`config.mk`:
```
export PLATFORM = sky130hd
export DESIGN_NAME = pair_lane_tx
export DESIGN_NICKNAME = d
export VERILOG_FILES = /design/src/rtl/pair_lane_tx.sv
export SDC_FILE = /design/constraint.sdc
export NUM_CORES = 1
export LEC_CHECK = 0
export CORE_MARGIN = 10
export CORE_UTILIZATION = 50
export CTS_BUF_LIST = sky130_fd_sc_hd__clkbuf_8 sky130_fd_sc_hd__clkbuf_16
export CTS_CLUSTER_DIAMETER = 120
export DETAILED_ROUTE_END_ITERATION = 6
export GPL_TIMING_DRIVEN = 0
export PLACE_DENSITY = 0.78
export SYNTH_ARGS = -nofsm -noshare
export SYNTH_HDL_FRONTEND = slang
export SYNTH_SLANG_ARGS = --single-unit
```
`constraint.sdc`:
```
create_clock -name clk -period 2 [get_ports clk]
set_input_delay 0.3 -clock clk [delete_from_list [all_inputs] [get_ports clk]]
set_output_delay 0.3 -clock clk [all_outputs]
set_load 0.005 [all_outputs]
```
`src/rtl/pair_lane_tx.sv`:
```
`default_nettype none
// ============================================================================
//  Module   : pair_lane_tx
//  Purpose  : Serialises a request word two bits per beat onto a pair of
//             lanes, collects one response bit per beat from a downstream
//             two-input responder after a fixed latency, and returns the
//             collected bits as a single result word.
//  Revision : 1.0  initial release
// ============================================================================
module pair_lane_tx #(
    parameter int WIDTH    = 8,
    parameter int RESP_LAT = 1
) (
    input  logic               clk,
    input  logic               rst_n,
    input  logic               s_valid,
    output logic               s_ready,
    input  logic [WIDTH-1:0]   s_data,
    output logic               out1,
    output logic               out2,
    output logic               out_valid,
    input  logic               z,
    output logic               r_valid,
    output logic [WIDTH/2-1:0] r_data,
    output logic               busy
);

    localparam int c_beats = WIDTH / 2;
    localparam int c_cw    = (c_beats > 1) ? $clog2(c_beats) : 1;
    localparam logic [c_cw-1:0] c_last = c_cw'(c_beats - 1);

    typedef enum logic [1:0] {
        ST_IDLE  = 2'd0,
        ST_SHIFT = 2'd1,
        ST_DRAIN = 2'd2
    } state_t;

    state_t             r_state;
    state_t             w_state_nxt;
    logic [WIDTH-1:0]   r_shift;
    logic [c_cw-1:0]    r_bcnt;
    logic [c_cw-1:0]    r_scnt;
    logic [c_beats-1:0] r_acc;
    logic [c_beats-1:0] w_acc_nxt;
    logic               r_ready;
    logic               w_accept;
    logic               w_sample;
    logic               w_last_beat;
    logic               w_last_sample;

    // s_ready is registered so it stays low while reset is held.
    assign s_ready       = r_ready;
    assign w_accept      = s_valid & r_ready;
    assign busy          = (r_state != ST_IDLE);
    assign out_valid     = (r_state == ST_SHIFT);
    assign out1          = out_valid & r_shift[0];
    assign out2          = out_valid & r_shift[1];
    assign w_last_beat   = (r_bcnt == c_last);
    assign w_last_sample = w_sample & (r_scnt == c_last);

    generate
        if (RESP_LAT == 0) begin : g_lat0
            assign w_sample = out_valid;
        end else begin : g_latn
            logic [RESP_LAT-1:0] r_vpipe;

            // Delay line marking which cycles carry a due response.
            always_ff @(posedge clk) begin
                if (!rst_n) begin
                    r_vpipe <= '0;
                end else begin
                    r_vpipe <= (r_vpipe << 1) | RESP_LAT'(out_valid);
                end
            end

            assign w_sample = r_vpipe[RESP_LAT-1];
        end
    endgenerate

    // Merge the current response bit into its slot of the accumulator.
    always_comb begin
        w_acc_nxt         = r_acc;
        w_acc_nxt[r_scnt] = z;
    end

    // State register.
    always_ff @(posedge clk) begin
        if (!rst_n) begin
            r_state <= ST_IDLE;
        end else begin
            r_state <= w_state_nxt;
        end
    end

    // Next-state logic; DRAIN ends with the final response sample.
    always_comb begin
        w_state_nxt = r_state;
        case (r_state)
            ST_IDLE: begin
                if (w_accept) begin
                    w_state_nxt = ST_SHIFT;
                end
            end
            ST_SHIFT: begin
                if (w_last_beat) begin
                    w_state_nxt = (RESP_LAT == 0) ? ST_IDLE : ST_DRAIN;
                end
            end
            ST_DRAIN: begin
                if (w_last_sample) begin
                    w_state_nxt = ST_IDLE;
                end
            end
            default: w_state_nxt = ST_IDLE;
        endcase
    end

    // Datapath: word capture, lane shifting, response collection.
    always_ff @(posedge clk) begin
        if (!rst_n) begin
            r_ready <= 1'b0;
            r_valid <= 1'b0;
            r_shift <= '0;
            r_bcnt  <= '0;
            r_scnt  <= '0;
            r_acc   <= '0;
            r_data  <= '0;
        end else begin
            r_ready <= (w_state_nxt == ST_IDLE);
            r_valid <= w_last_sample;
            if (w_accept) begin
                r_shift <= s_data;
                r_bcnt  <= '0;
            end else if (out_valid) begin
                r_shift <= r_shift >> 2;
                r_bcnt  <= r_bcnt + 1'b1;
            end
            if (w_accept) begin
                r_scnt <= '0;
            end else if (w_sample) begin
                r_acc  <= w_acc_nxt;
                r_scnt <= r_scnt + 1'b1;
            end
            if (w_last_sample) begin
                r_data <= w_acc_nxt;
            end
        end
    end

endmodule
`default_nettype wire

```
# Yosys cells after proc, flatten, opt, wreduce, memory -nomap -nowiden
# Cells that the tools add are included.
[word_totals]
regBits = 25
latch_bits = 0
mem_bits_rw = 0
romBits = 0
output_inout_bits = 10
mem_count = 0
[op_classes]
n_addsub = 2
multipliers = 0
div = 0
n_lt_le_gt_ge = 2
n_eq_ne = 4
n_shift = 0
mux = 9
bitwise = 6
n_reduce_logical = 7
[op_table]
columns = ["op", "n"]
rows = [
  ["8-bit two-way mux", 2],
  ["2-bit == test, second input constant", 3],
  ["2-bit two-way mux", 3],
  ["2-bit one-hot mux with 3 select lines", 1],
  ["2-bit by 1-bit adder with 2-bit output, second input constant", 2],
  ["1-bit bitwise AND", 4],
  ["4-bit bitwise mux", 1],
  ["2-bit zero test", 2],
  ["2-bit nonzero test", 2],
  ["2-bit by 3-bit less-than comparator with 1-bit output, second input constant", 1],
  ["1-bit demux with 2-bit select", 1],
  ["2-bit by 1-bit == test with 1-bit output, second input constant", 1],
  ["2-bit by 1-bit greater-or-equal comparator with 1-bit output, second input constant", 1],
  ["1-bit NOT", 2],
  ["2-bit AND reduction", 1],
  ["2-bit OR reduction", 1],
  ["1-bit logical AND", 1],
  ["1-bit two-way mux", 1],
]

# Logic depth before layout (Yosys ltp)
# Gate-level depths: netlist of the first run.
[depth]
ltp_word = 5
depth_mapped = 5
mapped_depth_nobuf = 5

# Worst setup path before layout of the first run
# No wires, ideal clock.
[synth_timing]
path_type = "reg2out"
start = "register r_state[1]"
end = "output out1"
arrival_time_ps = 835
setup_slack_ps = 865
path_stages_with_launch = 5
n_path_buf = 1
cell_sequence = "dfxtp_1 -> nand2b_1 -> inv_1 -> buf_4 -> and2_1"
[synth_via]
elab_chain_cells = 2
[synth_lines]
columns = ["element", "line_no", "text"]
rows = [
  ["start: declaration", "38", "state_t r_state;"],
  ["start signal: assignment", "91", "r_state <= w_state_nxt;"],
  ["2-bit by 1-bit == test with 1-bit output", "55", "assign out_valid = (r_state == ST_SHIFT);"],
  ["named net out_valid", "21", "output logic out_valid,"],
  ["1-bit bitwise AND", "56", "assign out1 = out_valid & r_shift[0];"],
  ["end: declaration", "19", "output logic out1,"],
]
# The timed path passes the listed nets, and every way through them passes these cells.

# Final worst setup path of the first run
[layout_timing]
start = "register r_state[1]"
end = "output out2"
[layout_via]
elab_chain_cells = 2
[layout_lines]
columns = ["element", "line_no", "text"]
rows = [
  ["2-bit by 1-bit == test with 1-bit output", "55", ""],
  ["1-bit bitwise AND", "57", "assign out2 = out_valid & r_shift[1];"],
  ["end: declaration", "20", "output logic out2,"],
]
# Every way passes these cells.

==> results.py, run 1 <==
metrics = {
    "place": {
        "dp_hpwl_mm": 1.84,
        "globalplace.congestion": 0.817,
        "io_buffers": 21,
        "place_inst": 167,
    },
    "power": {
        "p_sw_share_pct": 23.3,
        "p_leak_nw": 0.575,
        "ir_drop_mv": 0.677,
        "clkPwrFrac_pct": 34.1,
        "p_int_uw": 740,
        "combPwrFrac_pct": 12.9,
        "p_switching_uw": 225,
        "seq_power_share_pct": 52.9,
        "powerDensity_nw_per_um2": 699,
    },
    "clock_tree": {
        "htreeDepth": 1,
        "clk_pin_slew_ps": 90,
        "hold_buffers": 0,
        "cts_tree": "yes",
        "insertion_delay_ps": 270,
        "cts_made_buffers": 3,
        "cts_sinks": 24,
        "cts_max_path_buffers": 2,
        "cts-root-buf": "clkbuf_8",
    },
    "status": {
        "status": "finished, final reports clean",
    },
    "logic_synthesis": {
        "synth_area_sq_um": 1060,
        "ys_types": 24,
        "async_flop_share_pct": 0,
        "synth_top_area_share_pct": 45.3,
        "synthFlopType": "dfxtp_1",
        "synth_top_area_cell": "dfxtp_1",
        "yosys.cell_count.top_type": "nand2_1",
        "avgSynthCellArea_sq_um": 8.92,
        "ys_ff_latch": 24,
        "synthTopCellsByArea": "dfxtp_1 45%, nand2_1 9.6%, mux2i_1 6.6%",
        "seq_area_frac_synth_pct": 45.3,
        "yosysWarnings": 0,
        "yosys-top-cells-count": "27 x nand2_1, 24 x dfxtp_1, 7 x mux2i_1, 7 x nand3_1, 7 x o21ai_0",
        "synth_nets": 136,
        "synthCells": 119,
        "synth-edff-count": 0,
    },
    "floorplanning": {
        "dieWidth_um": 66.1,
        "initial_utilization_pct": 53.5,
        "ioPinCount": 22,
        "die_height_um": 66.1,
        "std_cell_rows": 16,
        "design.die.area_sq_um": 4360,
        "coreArea_sq_um": 1980,
    },
    "critical_path": {
        "worstPathArrival_ps": 1610,
        "worst_ep_required_time_ps": 1700,
        "r2r_setup_slack_ps": 770,
        "worstSetupStartpointType": "register",
        "worstReg2RegEnd": "s_ready",
        "timing_worst_setup_path_type": "register to output pin",
        "cp_max_fo": 10,
        "r2r-start": "r_scnt[0]",
        "end_kind": "output pin",
        "worst-r2r-cell-count": 5,
    },
    "finish": {
        "final_cells": 173,
        "n_antenna_cell": 0,
        "drive_above_1_share_pct": 11.0,
        "fin_nets": 164,
        "area_growth_syn_to_layout_pct": 30.0,
    },
    "routing": {
        "drt_iter0_markers": 34,
        "postRouteWirelength_mm": 2.42,
        "vias_per_cell": 5.26,
        "post_drt_wl_per_cell_um": 14.0,
        "drc": 0,
        "dr.pass1.iters": 4,
        "antenna_left": 0,
        "vias": 910,
    },
    "timing": {
        "period_share_pct": 95.7,
        "hold_violations": 0,
        "fmax_mhz": 523,
        "max_slew_margin_pct": 73.6,
        "skew_ps": 8.10,
        "tns_ps": 0,
        "setup_viol": 0,
        "period_needed_ps": 1910,
        "rsz0062_at_grt": "false",
        "slew_viol_final": 0,
        "worst_slew_pin_slew_ps": 395,
    },
    "worst_hold_path": {
        "min_from": "r_bcnt[1]",
        "hold_end": "r_bcnt[1]",
        "hold_class": "register to register",
        "min_path_cells": 2,
    },
    "global_route": {
        "overflow": 0,
        "grt_max_degree": 14,
        "grt_antenna_before_repair": 0,
        "grt_pass1_vias": 888,
        "grt_pass1_wl_mm": 4.10,
        "grt_usage_pct": 11.6,
    },
    "run": {
        "maxCapViolCount": 0,
    },
}
[worst max-delay path by stage]
stage                     startpoint  endpoint  slack (ps)  cells after the start
final                     r_state[1]      out2          90                      5
after CTS                 r_state[1]      out2          10                      5
after detailed placement  r_state[1]      out2         270                      5
after global placement    r_state[1]      out1         290                      5
after global routing      r_state[1]      out2          30                      5
after floorplan           r_state[1]      out1         860                      4
[repair_timing]
| item | CTS | global route |
|---|---|---|
| setup endpoints to repair | 2 | 2 |
| cloned | 0 | 0 |
| resized for setup | 1 | 1 |
| buffers inserted | 0 | 2 |
[power by group through the flow]
stage	logic [mW]	clock network, mW	registers, mW
after floorplan	0.0652	0	0.519
after global placement	0.115	0	0.520
after detailed placement	0.117	0	0.522
after CTS	0.119	0.324	0.510
after global routing	0.137	0.343	0.513
final	0.125	0.329	0.511
[state kept, by name (all words and copies together), names as in the netlist]
signal          cells
r_shift             8
r_data              4
r_acc               3
r_bcnt              2
r_scnt              2
r_state             2
g_latn.r_vpipe      1
r_valid             1
s_ready             1
[stage by stage]
| step | hold WS (ps) | util (%) | setup slack (ps) | cell area, sq um | total power, mW |
|---|---|---|---|---|---|
| CTS | 467 | 68.6 | 13.4 | 1360 | 0.953 |
| global route | 489 | 69.6 | 31.9 | 1380 | 0.993 |
| finish | 464 | 69.6 | 86.2 | 1380 | 0.964 |
| detailed placement | 455 | 65.8 | 268 | 1310 | 0.639 |
| floorplan | 438 | - | 865 | 1060 | 0.584 |
| global placement | 446 | 65.8 | 292 | 1310 | 0.635 |
[final cells by class]
| class | instances | area [sq um] |
|---|---|---|
| buffer | 8 | 56.3 |
| clock buffer | 4 | 55.1 |
| fill | 149 | 603 |
| inverter | 3 | 11.3 |
| multi-input combinational | 84 | 517 |
| sequential | 24 | 480 |
| tap | 27 | 33.8 |
| timing repair buffer | 23 | 225 |
[layer usage]
metal  vias up  share of wire, %  global-route usage [%]
li1        457                 -                       -
met1       435                45                    14.0
met2        14                49                    19.8
met3         4               4.7                    3.05
met4         0               1.2                    3.14
met5         -                 0                       0
[placed cells by master, fill, tap and decap left out, drive strengths merged, types with 5 or more instances in the layout]
master	n
buf	8
clkbuf	6
and2	5
clkdlybuf4s50	21
mux2i	7
dfxtp	24
o21ai	7
nand2	27
a21boi	5
nand3	7
a31oi	6
ha	5
[kinds of logic (layout without fill, tap and decap cells)]
| kind of cell | count (synthesis) | count (layout) | synth area share (%) |
|---|---|---|---|
| and+or+nand+nor | 47 | 47 | 20.3 |
| DFF | 24 | 24 | 45.3 |
| AOI/OAI and AO/OA | 23 | 23 | 14.3 |
| buffers and inverters | 11 | 38 | 6.01 |
| muxes | 7 | 7 | 6.60 |
| adders and majority gates | 5 | 5 | 5.90 |
| xor gates and xnor gates | 2 | 2 | 1.65 |
[critical path: stages, from the launching register on]
cell	delay, ps
dfxtp_1	340
nand2b_1	170
inv_2	90
buf_6	130
and2_1	130
clkdlybuf4s50_1	500
(Power assumes the default switching activity.)
==> run 2, diff against run 1 <==
CORE_UTILIZATION = 53   (was 50)
MAX_ROUTING_LAYER = met4   (was default)
PLACE_DENSITY = 0.82   (was 0.78)
==> run 2 against run 1 <==
Sequential power is essentially flat. Sequential share of layout area shrank 0.063 points. Maximum frequency hardly changed. Cell area is 0.18% higher.
==> results.py, run 2 (same netlist as run 1, synthesis figures left out) <==
metrics = {
    "routing": {
        "drt_iter0_markers": 26,
        "vias": 911,
        "dr.pass1.iters": 4,
        "postRouteWirelength_mm": 2.42,
        "antenna_left": 0,
        "drc": 0,
        "post_drt_wl_per_cell_um": 14.0,
        "vias_per_cell": 5.27,
    },
    "timing": {
        "worst_slew_pin_slew_ps": 428,
        "slew_viol_final": 0,
        "max_slew_margin_pct": 71.5,
        "fmax_mhz": 522,
        "whs_ps": 467,
        "skew_ps": 2.97,
        "period_needed_ps": 1910,
        "period_share_pct": 95.7,
        "hold_violations": 0,
        "setup_viol": 0,
        "tns_ps": 0,
    },
    "worst_hold_path": {
        "hold_end": "r_acc[1]",
        "min_path_cells": 2,
        "min_from": "r_acc[1]",
        "hold_class": "register to register",
    },
    "clock_tree": {
        "cts_sinks": 24,
        "cts-root-buf": "clkbuf_8",
        "cts_max_path_buffers": 2,
        "cts_made_buffers": 3,
        "clk_pin_slew_ps": 80,
        "cts_tree": "yes",
        "insertion_delay_ps": 270,
        "htreeDepth": 1,
        "hold_buffers": 0,
    },
    "finish": {
        "fillCellCount": 173,
        "finalInstanceArea_sq_um": 1380,
        "n_antenna_cell": 0,
        "most-common-layout-cells": "27 x nand2_1, 24 x dfxtp_1, 20 x clkdlybuf4s50_1",
        "regArea_sq_um": 480,
        "layout_commonest_cell": "nand2_1",
        "fin_util_pct": 71.1,
        "fin_nets": 164,
        "drive_above_1_share_pct": 11.0,
        "largest_reg_flops": 8,
        "area_growth_syn_to_layout_pct": 30.2,
        "largest-register": "r_shift",
        "multi_input_area_sq_um": 517,
        "reg.largest.list": "r_shift (8), r_data (4), r_acc (3)",
    },
    "place": {
        "placed_cell_area_sq_um": 1310,
        "dp_hpwl_mm": 1.87,
        "io_buffers": 21,
        "globalplace.congestion": 0.815,
    },
    "floorplanning": {
        "design.die.area_sq_um": 4190,
        "coreArea_sq_um": 1940,
        "dieWidth_um": 64.7,
        "std_cell_rows": 16,
        "ioPinCount": 22,
        "die_height_um": 64.7,
        "initial_utilization_pct": 54.6,
    },
    "global_route": {
        "grt_max_degree": 14,
        "overflow": 0,
        "grt_pass1_vias": 941,
        "grt_usage_pct": 12.2,
        "grt_antenna_before_repair": 0,
        "grt_pass1_wl_mm": 3.99,
    },
    "run": {
        "maxCapViolCount": 0,
    },
    "critical_path": {
        "worst-r2r-cell-count": 5,
        "worstReg2RegEnd": "s_ready",
        "cp_max_fo": 10,
        "end_kind": "output pin",
        "worstPathArrival_ps": 1610,
        "r2r_setup_slack_ps": 740,
        "timing_worst_setup_path_type": "register to output pin",
        "worst_ep_required_time_ps": 1700,
        "r2r-start": "r_scnt[0]",
        "worstSetupStartpointType": "register",
    },
    "power": {
        "ir_drop_mv": 0.557,
        "powerDensity_nw_per_um2": 695,
        "p_leak_nw": 0.593,
    },
    "status": {
        "status": "finished, final reports clean",
    },
}
-- run 2: cell types whose count changed in the layout (fill, tap and decap cells not counted), sizes merged --
cell | previous run | this run
clkdlybuf4s50 | 21 | 20
dlymetal6s2s | 0 | 1
-- run 2: where the power goes --
part	switching (mW)	leakage, nW	internal, mW
Sequential	0.0125	0.195	0.498
Combinational	0.0574	0.369	0.0659
Clock	0.151	0.0288	0.176
Total	0.221	0.593	0.739
-- run 2: what timing repair did --
| action | in CTS | in global routing |
|---|---|---|
| setup endpoints to repair | 1 | 2 |
| hold endpoints to repair | 0 | 0 |
| gates resized for setup | 1 | 2 |
| setup buffers | 0 | 2 |
-- run 2: area by class of cell --
cell class | instances | share of cell area, %
plain buffers | 8 | 4.08
clock buffers | 4 | 3.99
inverters | 3 | 0.815
multi-input cells | 84 | 37.4
flip-flops and latches | 24 | 34.8
well taps | 27 | 2.45
repair buffers | 23 | 16.5
-- run 2: stage by stage --
stage               setup slack [ps]  power (mW)  cells
floorplan                        865       0.584    119
global placement                 317       0.634    167
detailed placement               301       0.639    167
CTS                             21.6       0.963    171
global route                   -16.2        1.00    173
finish                          86.0       0.960    173
-- run 2: routing by layer --
metal	wire (um)	share of wire [%]	vias to the layer above	global-route usage (%)
li1	-	-	458	-
met4	42	1.7	0	5.61
met2	1260	52	17	21.9
met3	77	3.2	5	3.09
met1	1040	43	431	12.0
met5	0	0	-	-
-- run 2: worst max-delay path, stage by stage (launching register included) --
cell,delay (ps)
dfxtp_1,340
nand2b_1,170
inv_2,90
buf_6,140
and2_1,120
clkdlybuf4s50_1,490
-- run 2: worst max-delay path by stage --
stage | startpoint | endpoint
5_1_grt | r_state[1] | out1
4_1_cts | r_state[1] | out1
2_1_floorplan | r_state[1] | out1
6_report | r_state[1] | out1
3_3_place_gp | r_state[1] | out2
3_5_place_dp | r_state[1] | out1
